## config.mk

```make
export PLATFORM = sky130hd
export DESIGN_NAME = proc_scheduler
export DESIGN_NICKNAME = d
export VERILOG_FILES = /design/src/rtl/proc_scheduler.sv
export SDC_FILE = /design/constraint.sdc
export NUM_CORES = 1
export LEC_CHECK = 0
export CAP_MARGIN = 40
export CORE_MARGIN = 3
export CORE_UTILIZATION = 41
export DETAILED_ROUTE_END_ITERATION = 16
export HOLD_SLACK_MARGIN = 0.12
export PLACE_DENSITY = 0.67
export SLEW_MARGIN = 25
export SYNTH_ARGS = -nofsm -noshare
export SYNTH_HDL_FRONTEND = slang
export SYNTH_SLANG_ARGS = --single-unit
export TNS_END_PERCENT = 50
```

## constraint.sdc

```tcl
create_clock -name clk -period 2.4 [get_ports clk]
set_clock_uncertainty 0.15 [all_clocks]
set_input_delay 0.24 -clock clk [delete_from_list [all_inputs] [get_ports clk]]
set_output_delay 0.24 -clock clk [all_outputs]
set_load 0.02 [all_outputs]
```

## src/rtl/proc_scheduler.sv

```systemverilog
// rtl/proc_scheduler.sv - round-robin process scheduler for the multi-process MIPS core
//
// Holds a resume-PC table and a valid bit per process slot. It switches the running
// process on a voluntary yield (op_procmgr), on process end (op_endproc) or, with
// PROC_PREEMPT_EN defined, when the time-slice quantum expires. While a switch is in
// flight it holds the core PC, then pulses pc_load with the PC of the chosen slot.
//
// Optional feature macro: PROC_PREEMPT_EN (quantum counter and preemptive switching).
//
// Ports:
//   clk, rst_n       clock (rising edge), asynchronous active-low reset
//   instr_ret        instruction retired this cycle
//   op_procmgr       yield opcode retired
//   op_endproc       end-of-process opcode retired
//   op_endmain       stop-scheduler opcode retired
//   resume_pc        PC at which the current process resumes
//   launch           create process launch_pid starting at launch_pc
//   pc_load          one-cycle pulse: core PC <= sched_pc
//   sched_pc         PC to load, valid with pc_load
//   cur_pid          currently running slot
//   hold_pc          core must suppress PC writes
//   active_mask      valid bits of all slots
//   idle             no valid process, waiting for launch
//   halted           sticky after op_endmain
`timescale 1ns/1ps

module proc_scheduler #(
    parameter int NPROC   = 4,
    parameter int PID_W   = 2,
    parameter int PC_W    = 10,
    parameter int QUANTUM = 16
) (
    input  logic             clk,
    input  logic             rst_n,
    input  logic             instr_ret,
    input  logic             op_procmgr,
    input  logic             op_endproc,
    input  logic             op_endmain,
    input  logic [PC_W-1:0]  resume_pc,
    input  logic             launch,
    input  logic [PID_W-1:0] launch_pid,
    input  logic [PC_W-1:0]  launch_pc,
    output logic             pc_load,
    output logic [PC_W-1:0]  sched_pc,
    output logic [PID_W-1:0] cur_pid,
    output logic             hold_pc,
    output logic [NPROC-1:0] active_mask,
    output logic             idle,
    output logic             halted
);

    typedef enum logic [2:0] {
        S_IDLE,
        S_RUN,
        S_SAVE,
        S_SELECT,
        S_LOAD,
        S_HALT
    } state_t;

    state_t           state_q, state_d;
    logic [PC_W-1:0]  table_q [NPROC];
    logic [PC_W-1:0]  table_d [NPROC];
    logic [NPROC-1:0] active_q, active_d;
    logic [PID_W-1:0] cur_pid_q, cur_pid_d;
    logic [PC_W-1:0]  sched_pc_q, sched_pc_d;
    logic [PC_W-1:0]  save_pc_q, save_pc_d;

    logic             expire;
    logic             clr_cur;
    logic             wr_save;
    logic             sel_found;
    logic [PID_W-1:0] sel_pid;
    logic [PID_W-1:0] cand;

`ifdef PROC_PREEMPT_EN
    localparam int CNT_W = $clog2(QUANTUM + 1);

    logic [CNT_W-1:0] cnt_q, cnt_d;

    // Saturates at 1 so an expiry that loses priority to an opcode cannot wrap.
    always_comb begin
        cnt_d = cnt_q;
        if (state_q == S_LOAD) begin
            cnt_d = CNT_W'(QUANTUM);
        end else if (state_q == S_RUN && instr_ret && cnt_q > CNT_W'(1)) begin
            cnt_d = cnt_q - 1'b1;
        end
    end

    assign expire = instr_ret && (cnt_q == CNT_W'(1));

    always_ff @(posedge clk or negedge rst_n) begin
        if (!rst_n) begin
            cnt_q <= CNT_W'(QUANTUM);
        end else begin
            cnt_q <= cnt_d;
        end
    end
`else
    localparam int unused_quantum = QUANTUM;
    logic unused_instr_ret;
    assign unused_instr_ret = instr_ret;
    assign expire           = 1'b0;
`endif

    // Round-robin search starting after the current slot; the current slot is
    // visited last so a lone process that yields is reselected.
    always_comb begin
        sel_found = 1'b0;
        sel_pid   = cur_pid_q;
        cand      = '0;
        for (int i = 1; i <= NPROC; i++) begin
            cand = cur_pid_q + PID_W'(i);
            if (!sel_found && active_q[cand]) begin
                sel_found = 1'b1;
                sel_pid   = cand;
            end
        end
    end

    always_comb begin
        state_d = state_q;
        clr_cur = 1'b0;
        wr_save = 1'b0;
        case (state_q)
            S_IDLE:   if (|active_q) state_d = S_SELECT;
            S_RUN: begin
                if (op_endmain) begin
                    state_d = S_HALT;
                end else if (op_endproc) begin
                    clr_cur = 1'b1;
                    state_d = S_SELECT;
                end else if (op_procmgr || expire) begin
                    state_d = S_SAVE;
                end
            end
            S_SAVE: begin
                wr_save = 1'b1;
                state_d = S_SELECT;
            end
            S_SELECT: state_d = sel_found ? S_LOAD : S_IDLE;
            S_LOAD:   state_d = S_RUN;
            S_HALT:   state_d = S_HALT;
            default:  state_d = S_IDLE;
        endcase
    end

    always_comb begin
        active_d   = active_q;
        table_d    = table_q;
        cur_pid_d  = cur_pid_q;
        sched_pc_d = sched_pc_q;
        // Captured every RUN cycle so SAVE sees the value from the triggering cycle.
        save_pc_d  = (state_q == S_RUN) ? resume_pc : save_pc_q;

        if (clr_cur) active_d[cur_pid_q] = 1'b0;
        if (wr_save) table_d[cur_pid_q]  = save_pc_q;

        // cur_pid and sched_pc are registered on entry to LOAD so they are
        // already valid during the pc_load cycle.
        if (state_q == S_SELECT && sel_found) begin
            cur_pid_d  = sel_pid;
            sched_pc_d = table_q[sel_pid];
        end

        // Applied last: a launch overrides an endproc clear of the same slot.
        if (launch && state_q != S_HALT) begin
            active_d[launch_pid] = 1'b1;
            table_d[launch_pid]  = launch_pc;
        end
    end

    always_ff @(posedge clk or negedge rst_n) begin
        if (!rst_n) begin
            state_q    <= S_IDLE;
            active_q   <= '0;
            cur_pid_q  <= '0;
            sched_pc_q <= '0;
            save_pc_q  <= '0;
            for (int i = 0; i < NPROC; i++) begin
                table_q[i] <= '0;
            end
        end else begin
            state_q    <= state_d;
            active_q   <= active_d;
            cur_pid_q  <= cur_pid_d;
            sched_pc_q <= sched_pc_d;
            save_pc_q  <= save_pc_d;
            table_q    <= table_d;
        end
    end

    assign pc_load     = (state_q == S_LOAD);
    assign sched_pc    = sched_pc_q;
    assign cur_pid     = cur_pid_q;
    assign hold_pc     = (state_q != S_RUN);
    assign active_mask = active_q;
    assign idle        = (state_q == S_IDLE);
    assign halted      = (state_q == S_HALT);

endmodule

```

==> impl_metrics.toml <==
[status]
outcome = "completed"

[clocking]
tritoncts = "yes"
insertion_delay_ns = 0.34
cts.sinks = 69
cts_post_setup_buffers_inserted = 0
clock_tree.htree_level_count = 3
path_clk_slew_ns = 0.08
clockRootBuffer = "sky130_fd_sc_hd__clkbuf_8"
tritoncts.num_buffers = 9
maximum_clock_insertion_buffer_count = 2

[timing]
maxSlewHeadroom_pct = 60.8
drv_slew = 0
timing_hold_violations_final = 0
finalCriticalPeriod_ns = 2.28
max_clock_freq_mhz = 438
finalSetupViolations = 0
rsz_0062_raised_after_global_routing = "false"
worst_max_slew_pin_slew_ns = 0.587
period_utilisation_layout_pct = 95.1
total_negative_setup_slacks_ns = 0

[synthesis]
synth.ff_latch_count = 69
synth.net_count = 385
dominantRegCellSynth = "sky130_fd_sc_hd__dfrtp_1"
synthCells = 352
synth-edff-count = 0
yosysMostFrequentCell = "sky130_fd_sc_hd__dfrtp_1"
synth_top_cell_by_area = "sky130_fd_sc_hd__dfrtp_1"
yosys-top-cells-area = "sky130_fd_sc_hd__dfrtp_1 (48%), sky130_fd_sc_hd__mux2i_1 (14%), sky130_fd_sc_hd__a21oi_1 (4.6%)"
synth_warnings = 0
postSynthAreaPerCell_sq_um = 10.2
netlist-cell-type-count = 42
synthDominantCellAreaShare_pct = 48.0
seq_area_frac_synth_pct = 48.0
syn_area_sq_mm = 0.00360
netlist_top_cells_count = "sky130_fd_sc_hd__dfrtp_1 (69), sky130_fd_sc_hd__mux2i_1 (52), sky130_fd_sc_hd__nor2_1 (43), sky130_fd_sc_hd__a21oi_1 (33), sky130_fd_sc_hd__nand2_1 (29)"
share_of_synthesized_flip_flops_with_an_asynchronous_set_or_reset_pct = 100

[cells_and_area]
design_area_sq_mm = 0.00449
area.growth.synth_to_final_pct = 24.7
drive_gt1_share_pct = 13.5
finalCoreUtilization_pct = 53.5
nNetsFinal = 436
antenna_cells = 0
filler_cell_count = 745

[worst_hold_path]
hp-class = "in -> async"

[worst_setup_path]
path_buf_inv = 1
worst_path_max_delay_cell = "sky130_fd_sc_hd__o31a_2"
critPathLaunchType = "flip-flop"
worst-setup-path-type = "reg -> reg"
timing.critical_path.to_type = "flip-flop"
critPathMaxFanout = 10
cp.required_ns = 2.46
cp_cell_sequence = "inv_2 -> ha_1 -> o31a_2 -> and3_1 -> a222oi_1 -> o21ai_1"
cp_data_arrival_time_ns = 2.34
cpLargestDelayFamily = "compound AO/OA/AOI/OAI gates"
critPathMaxStageDelay_ns = 0.48

[grt]
grt-ovfl-total = 0
grt_first_pass_wirelength_um = 14700
gr-usage-all-layers_pct = 18.8
largest_net_degree_at_the_start_of_global_routing = 43
antenna_violations_before_repair = 0
first_global_vias = 2858

[detailed_routing]
drtIter0Drc = 207
drt-vias-per-instance = 5.43
route.detailed.drc = 0
drt-total-wl_um = 8850
postRouteAntennaNets = 0
vias = 2781
route.detailed.wl_per_inst_um = 17.3
firstDrtPassIters = 4

[placement]
gp_routability_congestion = 0.806
detailedPlacementHpwl_um = 5830
placement.cell_area_sq_mm = 0.00425
portBuffers = 47

[die]
die_height_um = 99.7
placeable_area_sq_mm = 0.00838
die_area_sq_mm = 0.00993
number_of_placement_rows = 33
die-width_um = 99.7
num_io_pins = 49
initial_utilization_pct = 42.9

[job]
max_cap_viol_count = 0

[power]
vdd_ir_drop_max_mv = 0.646
cellPowerDensity_mw_per_mm2 = 1400
power.static_leakage_nw = 1.80
flip-flops by register name (all words and copies together) (netlist names):
signal / flops
table_q: 40
save_pc_q: 10
sched_pc: 10
active_mask: 4
state_q: 3
cur_pid: 2
power by group:
part	switching, W	internal, W	leakage [nW]	total [W]
Clock	0.000445	0.000611	0.105	0.00106
Combinational	0.00153	0.00148	0.907	0.00300
Sequential	0.000499	0.00174	0.789	0.00224
cell families after synthesis:
family          share of synthesized area [%]
simple gates                             13.2
compound gates                           14.3
flops                                    48.0
mux                                      18.5
buf+inv                                  4.35
fa+ha+maj                                1.39
xor+xnor                                0.244
path summary, 6_finish.rpt:
path,from,to,slack [ns],depth (start not counted)
worst min register to register,sched_pc[8]$_DFFE_PN0P_,sched_pc[8]$_DFFE_PN0P_,0.36,2
min in group clk,resume_pc[9],save_pc_q[9]$_DFFE_PN0N_,0.35,2
worst max register to register,cur_pid[0]$_DFFE_PN0P_,sched_pc[3]$_DFFE_PN0P_,0.12,6
max in group asynchronous,rst_n,active_mask[3]$_DFF_PN0_,1.07,4
worst max-delay path,cur_pid[0]$_DFFE_PN0P_,sched_pc[3]$_DFFE_PN0P_,0.12,6
worst min-delay path,rst_n,table_q[26]$_DFF_PN0_,0.27,2
stage by stage:
| stage | total power (W) | setup slack (ns) | cells | hold slack, ns |
|---|---|---|---|---|
| after detailed placement | 0.00525 | 0.114 | 496 | 0.114 |
| after floorplan | 0.00417 | 0.0157 | 352 | -0.206 |
| after global routing | 0.00673 | 0.00295 | 512 | 0.301 |
| after CTS | 0.00632 | 0.0993 | 512 | 0.265 |
| final | 0.00629 | 0.118 | 512 | 0.269 |
| after global placement | 0.00516 | 0.172 | 496 | 0.111 |
layout by cell type, fill, tap and decap left out, drive strengths merged, types with 2 or more instances in the layout:
cell and n:
o21a 3, ha 4, a222oi 9, o21ai 26, a21oi 33, nand2b 3
o22ai 2, nor3 3, inv 6, clkinvlp 2, mux2i 52, and2 5
o31a 2, clkdlybuf4s50 46, dfrtp 69, nor2 43, mux2 11, nand2 29
nor3b 3, and3 9, bufinv 2, buf 19, clkbuf 10
cell type report:
cell class                      instances  area [sq um]  area share (%)
Inverter                                5          18.8           0.418
Sequential cell                        69          1730            38.5
Timing Repair Buffer                   66           661            14.7
Multi-Input combinational cell        252          1730            38.5
Tap cell                              105           131            2.93
Clock buffer                           10           138            3.07
Clock inverter                          5          83.8            1.87
layer usage:
layer / routed length [um] / track usage, % / up-vias
met5: 0 / 0 / -
met4: 136 / 5.15 / 0
met3: 516 / 4.42 / 9
met2: 4280 / 30.2 / 78
met1: 3930 / 25.6 / 1343
li1: - / - / 1351
timing repair:
action,4_1_cts,5_1_grt
hold buffers,1,0
endpoints found under the setup margin,0,5
resized for setup,0,3
hold endpoints to repair,23,0
No activity file was read; power rests on OpenSTA's default activity.
